==> src/rtl/fwd_hazard_unit_if.sv <==
// Signal bundle between ID decode, the forwarding/hazard controller and the EX operand muxes.
// The controller takes the slave modport; the decode/EX side takes master.
interface fwd_hazard_unit_if #(
  parameter int REG_ADDR_W = 5,
  parameter int STAT_W     = 32
);
  logic                  id_valid;
  logic [REG_ADDR_W-1:0] id_rs1;
  logic [REG_ADDR_W-1:0] id_rs2;
  logic                  id_uses_rs1;
  logic                  id_uses_rs2;
  logic [REG_ADDR_W-1:0] id_rd;
  logic                  id_reg_write;
  logic                  id_mem_read;
  logic                  flush;

  logic                  stall;
  logic [1:0]            fwd_a_sel;
  logic [1:0]            fwd_b_sel;
  logic                  ex_valid;
  logic [STAT_W-1:0]     stat_stalls;
  logic [STAT_W-1:0]     stat_fwds;

  modport master (
    output id_valid, id_rs1, id_rs2, id_uses_rs1, id_uses_rs2,
           id_rd, id_reg_write, id_mem_read, flush,
    input  stall, fwd_a_sel, fwd_b_sel, ex_valid, stat_stalls, stat_fwds
  );

  modport slave (
    input  id_valid, id_rs1, id_rs2, id_uses_rs1, id_uses_rs2,
           id_rd, id_reg_write, id_mem_read, flush,
    output stall, fwd_a_sel, fwd_b_sel, ex_valid, stat_stalls, stat_fwds
  );
endinterface

==> src/rtl/fwd_hazard_unit.sv <==
// Forwarding-select and load-use stall controller for the RV64 pipeline.
// Optional feature macro: FWD_STATS_EN (stall / forwarded-operand statistics counters).
module fwd_hazard_unit #(
  parameter int REG_ADDR_W = 5,
  parameter int STAT_W     = 32
) (
  input logic               clk,
  input logic               rst,
  fwd_hazard_unit_if.slave  pipe
);

  localparam logic [1:0] SEL_RF  = 2'b00;
  localparam logic [1:0] SEL_WB  = 2'b01;
  localparam logic [1:0] SEL_MEM = 2'b10;

  // WB producers are covered by the register file's write-then-read bypass,
  // so only the EX and MEM records take part in forwarding.
  logic                  ex_valid_q;
  logic [REG_ADDR_W-1:0] ex_rd_q;
  logic                  ex_reg_write_q;
  logic                  ex_mem_read_q;
  logic                  mem_valid_q;
  logic [REG_ADDR_W-1:0] mem_rd_q;
  logic                  mem_reg_write_q;

  logic [1:0] sel_a_q;
  logic [1:0] sel_b_q;
  logic [1:0] sel_a_d;
  logic [1:0] sel_b_d;
  logic       ex_hit_a;
  logic       ex_hit_b;
  logic       mem_hit_a;
  logic       mem_hit_b;
  logic       load_use;
  logic       bubble;

  function automatic logic hit(
    input logic                  valid,
    input logic                  reg_write,
    input logic [REG_ADDR_W-1:0] rd,
    input logic [REG_ADDR_W-1:0] rs,
    input logic                  uses
  );
    return valid && reg_write && (rd != '0) && (rd == rs) && uses;
  endfunction

  always_comb begin
    ex_hit_a  = pipe.id_valid & hit(ex_valid_q, ex_reg_write_q, ex_rd_q, pipe.id_rs1, pipe.id_uses_rs1);
    ex_hit_b  = pipe.id_valid & hit(ex_valid_q, ex_reg_write_q, ex_rd_q, pipe.id_rs2, pipe.id_uses_rs2);
    mem_hit_a = pipe.id_valid & hit(mem_valid_q, mem_reg_write_q, mem_rd_q, pipe.id_rs1, pipe.id_uses_rs1);
    mem_hit_b = pipe.id_valid & hit(mem_valid_q, mem_reg_write_q, mem_rd_q, pipe.id_rs2, pipe.id_uses_rs2);

    // A flush kills the consumer, so it can never also need a stall.
    load_use = ex_mem_read_q & (ex_hit_a | ex_hit_b) & ~pipe.flush & ~rst;
    bubble   = pipe.flush | load_use;

    sel_a_d = SEL_RF;
    sel_b_d = SEL_RF;
    if (!bubble) begin
      if (ex_hit_a)       sel_a_d = SEL_MEM;
      else if (mem_hit_a) sel_a_d = SEL_WB;
      if (ex_hit_b)       sel_b_d = SEL_MEM;
      else if (mem_hit_b) sel_b_d = SEL_WB;
    end
  end

  always_ff @(posedge clk) begin
    if (rst) begin
      ex_valid_q      <= 1'b0;
      ex_rd_q         <= '0;
      ex_reg_write_q  <= 1'b0;
      ex_mem_read_q   <= 1'b0;
      mem_valid_q     <= 1'b0;
      mem_rd_q        <= '0;
      mem_reg_write_q <= 1'b0;
      sel_a_q         <= SEL_RF;
      sel_b_q         <= SEL_RF;
    end else begin
      mem_valid_q     <= ex_valid_q;
      mem_rd_q        <= ex_rd_q;
      mem_reg_write_q <= ex_reg_write_q;
      if (bubble) begin
        ex_valid_q     <= 1'b0;
        ex_rd_q        <= '0;
        ex_reg_write_q <= 1'b0;
        ex_mem_read_q  <= 1'b0;
      end else begin
        ex_valid_q     <= pipe.id_valid;
        ex_rd_q        <= pipe.id_rd;
        ex_reg_write_q <= pipe.id_reg_write;
        ex_mem_read_q  <= pipe.id_mem_read;
      end
      sel_a_q <= sel_a_d;
      sel_b_q <= sel_b_d;
    end
  end

  assign pipe.stall     = load_use;
  assign pipe.fwd_a_sel = sel_a_q;
  assign pipe.fwd_b_sel = sel_b_q;
  assign pipe.ex_valid  = ex_valid_q;

`ifdef FWD_STATS_EN
  logic [STAT_W-1:0] stalls_q;
  logic [STAT_W-1:0] fwds_q;
  logic [1:0]        fwd_inc;
  logic [STAT_W:0]   fwds_sum;

  always_comb begin
    fwd_inc  = {1'b0, |sel_a_d} + {1'b0, |sel_b_d};
    fwds_sum = {1'b0, fwds_q} + {{(STAT_W-1){1'b0}}, fwd_inc};
  end

  // Both counters saturate; the forward count can jump by two, hence the carry check.
  always_ff @(posedge clk) begin
    if (rst) begin
      stalls_q <= '0;
      fwds_q   <= '0;
    end else begin
      if (load_use && (stalls_q != '1)) stalls_q <= stalls_q + 1'b1;
      fwds_q <= fwds_sum[STAT_W] ? '1 : fwds_sum[STAT_W-1:0];
    end
  end

  assign pipe.stat_stalls = stalls_q;
  assign pipe.stat_fwds   = fwds_q;
`else
  assign pipe.stat_stalls = {STAT_W{1'b0}};
  assign pipe.stat_fwds   = {STAT_W{1'b0}};
`endif

endmodule

==> src/flat_wrapper.sv <==
// flat-port wrapper written by rule: the top's interface ports become plain ports
module fwd_hazard_unit_flat 
#(
  parameter int REG_ADDR_W = 5,
  parameter int STAT_W     = 32
)
  (clk, rst, pipe_id_valid, pipe_id_rs1, pipe_id_rs2, pipe_id_uses_rs1, pipe_id_uses_rs2, pipe_id_rd, pipe_id_reg_write, pipe_id_mem_read, pipe_flush, pipe_stall, pipe_fwd_a_sel, pipe_fwd_b_sel, pipe_ex_valid, pipe_stat_stalls, pipe_stat_fwds);
  fwd_hazard_unit_if #(.REG_ADDR_W(REG_ADDR_W), .STAT_W(STAT_W)) pipe_i ();
  input logic clk;
  input logic rst;
  input wire logic [$bits(pipe_i.id_valid)-1:0] pipe_id_valid;
  input wire logic [$bits(pipe_i.id_rs1)-1:0] pipe_id_rs1;
  input wire logic [$bits(pipe_i.id_rs2)-1:0] pipe_id_rs2;
  input wire logic [$bits(pipe_i.id_uses_rs1)-1:0] pipe_id_uses_rs1;
  input wire logic [$bits(pipe_i.id_uses_rs2)-1:0] pipe_id_uses_rs2;
  input wire logic [$bits(pipe_i.id_rd)-1:0] pipe_id_rd;
  input wire logic [$bits(pipe_i.id_reg_write)-1:0] pipe_id_reg_write;
  input wire logic [$bits(pipe_i.id_mem_read)-1:0] pipe_id_mem_read;
  input wire logic [$bits(pipe_i.flush)-1:0] pipe_flush;
  output wire logic [$bits(pipe_i.stall)-1:0] pipe_stall;
  output wire logic [$bits(pipe_i.fwd_a_sel)-1:0] pipe_fwd_a_sel;
  output wire logic [$bits(pipe_i.fwd_b_sel)-1:0] pipe_fwd_b_sel;
  output wire logic [$bits(pipe_i.ex_valid)-1:0] pipe_ex_valid;
  output wire logic [$bits(pipe_i.stat_stalls)-1:0] pipe_stat_stalls;
  output wire logic [$bits(pipe_i.stat_fwds)-1:0] pipe_stat_fwds;
  assign pipe_i.id_valid = pipe_id_valid;
  assign pipe_i.id_rs1 = pipe_id_rs1;
  assign pipe_i.id_rs2 = pipe_id_rs2;
  assign pipe_i.id_uses_rs1 = pipe_id_uses_rs1;
  assign pipe_i.id_uses_rs2 = pipe_id_uses_rs2;
  assign pipe_i.id_rd = pipe_id_rd;
  assign pipe_i.id_reg_write = pipe_id_reg_write;
  assign pipe_i.id_mem_read = pipe_id_mem_read;
  assign pipe_i.flush = pipe_flush;
  assign pipe_stall = pipe_i.stall;
  assign pipe_fwd_a_sel = pipe_i.fwd_a_sel;
  assign pipe_fwd_b_sel = pipe_i.fwd_b_sel;
  assign pipe_ex_valid = pipe_i.ex_valid;
  assign pipe_stat_stalls = pipe_i.stat_stalls;
  assign pipe_stat_fwds = pipe_i.stat_fwds;
  fwd_hazard_unit #(.REG_ADDR_W(REG_ADDR_W), .STAT_W(STAT_W)) u_core (.clk(clk), .rst(rst), .pipe(pipe_i));
endmodule
==> config.mk <==
export PLATFORM = sky130hd
export DESIGN_NAME = fwd_hazard_unit_flat
export DESIGN_NICKNAME = d
export VERILOG_FILES = /design/src/rtl/fwd_hazard_unit_if.sv /design/src/rtl/fwd_hazard_unit.sv /design/src/flat_wrapper.sv
export SDC_FILE = /design/constraint.sdc
export NUM_CORES = 1
export LEC_CHECK = 0
export CAP_MARGIN = 20
export CORE_ASPECT_RATIO = 0.6
export CORE_MARGIN = 10
export CORE_UTILIZATION = 58
export CTS_CLUSTER_SIZE = 16
export DETAILED_ROUTE_END_ITERATION = 10
export DONT_BUFFER_PORTS = 1
export GPL_ROUTABILITY_DRIVEN = 0
export PLACE_DENSITY_LB_ADDON = 0.2
export SLEW_MARGIN = 20
export SYNTH_ARGS = -nofsm -noshare
export SYNTH_HDL_FRONTEND = slang
export SYNTH_SLANG_ARGS = --single-unit
==> constraint.sdc <==
create_clock -name clk -period 2.09 [get_ports clk]
set_input_delay 0.418 -clock clk [delete_from_list [all_inputs] [get_ports clk]]
set_output_delay 0.418 -clock clk [all_outputs]
set_load 0.01 [all_outputs]
Word level (Yosys, flattened, before mapping)
Cells that the tools add are included.
{"block": "word_totals", "regBits": 19, "input_bits": 23, "output_inout_bits": 70, "elab_cells": 47}
{"block": "op_classes", "eq_ne": 4, "n_mux": 4, "bitwise": 11, "n_reduce_logical": 17}
{"op": "5-bit == test", "n": 4}
{"op": "1-bit logical AND", "n": 12}
{"op": "5-bit nonzero test", "n": 2}
{"op": "1-bit AND", "n": 7}
{"op": "3-bit OR reduction", "n": 2}
{"op": "2-bit two-way mux", "n": 2}
{"op": "1-bit two-way mux", "n": 2}
{"op": "1-bit inverter", "n": 2}
{"op": "1-bit OR", "n": 2}
{"op": "2-bit OR reduction", "n": 1}

Longest topological paths before layout
{"block": "logic_depth", "ltp_word": 11, "mapped_depth": 5, "ltp_nobuf": 5}

Least setup slack after synthesis
No wires, ideal clock.
{"block": "synth_timing", "kind": "in2out", "startpoint": "input port pipe_id_rs1[4]", "endpoint": "output port pipe_stall", "arrival_ns": 1.407, "required_ns": 1.672, "setup_slack_ns": 0.265, "path_stages": 4, "n_path_buf": 0, "cell_sequence": "xor2_1 > nor4_2 > nand3_4 > a211oi_1"}
{"block": "synth_via", "elab_chain_len": 8}
{"item": "start: declaration", "line": "flat_wrapper.sv:12", "source": "input wire logic [$bits(pipe_i.id_rs1)-1:0] pipe_id_rs1;"}
{"item": "5-bit == test", "line": "fwd_hazard_unit.sv:44", "source": "return valid && reg_write && (rd != '0) && (rd == rs) && uses;"}
{"item": "1-bit logical AND (2 in series)", "line": "fwd_hazard_unit.sv:44"}
{"item": "1-bit AND", "line": "fwd_hazard_unit.sv:48", "source": "ex_hit_a = pipe.id_valid & hit(ex_valid_q, ex_reg_write_q, ex_rd_q, pipe.id_rs1, pipe.id_uses_rs1);"}
{"item": "1-bit OR", "line": "fwd_hazard_unit.sv:54", "source": "load_use = ex_mem_read_q & (ex_hit_a | ex_hit_b) & ~pipe.flush & ~rst;"}
{"item": "1-bit AND (3 in series)", "line": "fwd_hazard_unit.sv:54"}
{"item": "end: declaration", "line": "flat_wrapper.sv:20", "source": "output wire logic [$bits(pipe_i.stall)-1:0] pipe_stall;"}
Every way passes these cells.

Worst setup path in the final report
{"block": "layout_timing", "startpoint": "register u_core.ex_rd_q[1]", "endpoint": "output port pipe_stall"}
{"block": "layout_via", "elab_chain_len": 9, "elab_cells_between_ends": 14, "cone_classes": "eq/ne: 2; bitwise: 6; reduce/logical: 6"}
{"item": "start: declaration", "line": "fwd_hazard_unit.sv:19", "source": "logic [REG_ADDR_W-1:0] ex_rd_q;"}
{"item": "start signal: assignment", "line": "fwd_hazard_unit.sv:89", "source": "ex_rd_q <= pipe.id_rd;"}
{"item": "5-bit nonzero test", "line": "fwd_hazard_unit.sv:44"}
{"item": "1-bit logical AND (3 in series)", "line": "fwd_hazard_unit.sv:44"}
{"item": "1-bit AND (on tied branches)", "line": "fwd_hazard_unit.sv:48, fwd_hazard_unit.sv:49"}
{"item": "1-bit OR (*)", "line": "fwd_hazard_unit.sv:54"}
{"item": "1-bit AND (*) (3 in series)", "line": "fwd_hazard_unit.sv:54"}
Every way passes the cells marked *; elsewhere a longest branch is shown, timed or not.

==> results.cfg <==
[clock_network]
clk_path_buf_depth = 2
cts.sinks = 19
numCtsBuffers = 3
cts_hold_buf = 0
worstSkewPairLatency_ns = 0.26
cts.reportedPaths.clkPinSlew_ns = 0.07
cts-root-buf = clkbuf_8
cts_tree = done
h-tree-depth = 1

[floorplanning]
die_y_um = 57.7
coreArea_um2 = 2210
floorplan.initialDensity_pct = 62.2
num_rows = 13
die_area_um2 = 4780
die_w_um = 82.9
io_pins = 93

[route]
via_count = 790
avgViaCountPerCell = 4.14
drtPass1Iterations = 3
ant_nets = 0
wire_per_inst_um = 15.3
drc = 0
drtIter0Drc = 54
wl_mm = 2.93

[timing]
hold_viol = 0
whs_ns = 0.221
setup_viol = 0
fmax_ghz = 0.487
period_minus_slack_ns = 2.05
fin_crit_sh_pct = 98.3
drv_slew = 0
rsz0062_at_grt = yes
finClkSkew_ns = 0.00290

[worst_hold_path]
hold_path_class = in2reg

[grt]
grt_pass1_wl_mm = 4.36
track_usage_pct = 11.1
grt_pass1_vias = 826
grt_antenna_before_repair = 0
grt_max_degree = 13
gr-total-overflow = 0

[synth]
yosys_warnings = 0
synth-edff-count = 0
synth_fa_ha_area_share_pct = 0
synth_top_family_by_area = buffers and inverters
synth.cell_area_um2 = 1380
synth_compound_area_share_pct = 5.46
yosys_register_bits = 19
synthSimpleGateAreaFrac_pct = 18.9
synth_xor_area_share_pct = 12.7
synthFlopType = dfxtp_1
synth.largest_area_cell = buf_4
synthTopCellsByArea = buf_4 35%, dfxtp_1 28%, xor2_1 10%
ys_seq_area_share_pct = 27.7
synth_most_common_cell = buf_4
syn-mean-instance-area_um2 = 8.93
synth_top_cell_area_share_pct = 34.9
synthArstFlopShare_pct = 0
yosysUniqueCellTypes = 23
synth_common_cells = 64 x buf_4, 19 x dfxtp_1, 16 x xor2_1, 10 x nand2_1, 9 x nor2_2
syn_inst = 154
muxShareOfSynthArea_pct = 0

[power]
p_total_mw = 0.762
sequentialPowerShare_pct = 50.6
p_leak_nw = 0.584
swShare_pct = 29.6
power.share.clock_pct = 34.1
combPwrFrac_pct = 15.4
internal_power_mw = 0.537
ir_drop_uv = 315
p_sw_mw = 0.225
powerDensity_nw_per_um2 = 589

[job]
drv_cap = 0

[finish]
synthToLayoutAreaGrowth_pct = -5.91
multi_input_area_um2 = 790
fin_cells = 191
num-fill-cells = 198
diodes = 0
seq_area_um2 = 388
final_nets = 185
postLayoutCoreUtil_pct = 58.5
drive_gt1_share_pct = 20.5

[worst_setup_path]
crit_type = reg2out
start_kind = flip-flop
critical_path_required_ns = 1.67
path_max_fanout = 4
endpoint_kind = output pin
critPathArrivalTime_ns = 1.64

[place]
place_inst = 186
port_buffers = 0
dp_hpwl_mm = 2.62

[outcome]
status = finished clean
## cells in the final DEF (no fill, tap or decap), types with 2 or more instances in the layout
cell,instances
nor2_2,9
nor2b_1,7
nor4_1,4
a211oi_1,2
dfxtp_1,15
o21ai_0,3
nand3_1,2
dfxtp_2,3
clkbuf_8,3
buf_4,4
nand2_1,10
xnor2_1,4
conb_1,64
xor2_1,15
## state kept, by name (all words and copies together) (netlist names)
name and flops:
u_core.pipe.fwd_b_sel 2, u_core.mem_reg_write_q 1, u_core.mem_rd_q 5, u_core.ex_rd_q 5
u_core.pipe.ex_valid 1, u_core.ex_mem_read_q 1, u_core.mem_valid_q 1, u_core.ex_reg_write_q 1
u_core.pipe.fwd_a_sel 2
## worst max-delay path, cell delays in order (launching register included)
cell	delay (ns)
dfxtp_2	0.36
or4_4	0.56
o2111ai_4	0.26
a211oi_2	0.05
buf_4	0.15
## kinds of logic after synthesis
family                 count (synthesis)
buffers and inverters                 64
AND/OR/NAND/NOR                       41
XOR/XNOR                              20
flip-flops                            19
AO/OA/AOI/OAI                          9
other                                  1
## repair_timing
| action | 4_1_cts | 5_1_grt |
|---|---|---|
| buffers inserted | 1 | 0 |
| pin swaps | 2 | 5 |
| gates resized for setup | 3 | 7 |
| endpoints found under the setup margin | 1 | 1 |
## path summary, 6_finish.rpt
path / slack, ns / cells after the start / start / endpoint
max: 0.04 / 4 / u_core.ex_rd_q[1]$_SDFF_PP0_ / pipe_stall
min: 0.22 / 1 / rst / u_core.mem_rd_q[3]$_SDFF_PP0_
max reg2reg: 0.42 / 6 / u_core.ex_rd_q[0]$_SDFF_PP0_ / u_core.ex_rd_q[2]$_SDFF_PP0_
min reg2reg: 0.51 / 1 / u_core.ex_rd_q[4]$_SDFF_PP0_ / u_core.mem_rd_q[4]$_SDFF_PP0_
## power by group through the flow
stage | Combinational, mW | Clock, mW | Sequential (mW)
after CTS | 0.105 | 0.271 | 0.385
final | 0.117 | 0.260 | 0.385
after global routing | 0.130 | 0.283 | 0.387
after global placement | 0.103 | 0 | 0.392
after floorplan | 0.185 | 0 | 0.388
after detailed placement | 0.104 | 0 | 0.393
## cell type report
| type | instances | share of cell area [%] |
|---|---|---|
| Clock buffer | 3 | 3.19 |
| Clock inverter | 1 | 0.580 |
| Multi-Input combinational cell | 134 | 61.0 |
| Sequential cell | 19 | 30.0 |
| Tap cell | 30 | 2.90 |
| Timing Repair Buffer | 4 | 2.32 |
## through the flow
stage	area (um2)	TNS (ns)	worst slack [ns]
finish	1290	0	0.0358
floorplan	1610	0	0.265
global placement	1190	0	0.186
CTS	1260	0	0.00881
detailed placement	1190	0	0.176
global route	1290	-0.00553	-0.00553
## routing by layer
metal / GRT usage [%] / vias up / wire length [um]
met2: 16.0 / 54 / 1230
li1: - / 382 / -
met1: 13.8 / 354 / 1300
met5: 0 / - / 0
met3: 7.53 / 0 / 402
met4: 0.725 / 0 / 0
Note: power is estimated with default switching activity, not from simulation.
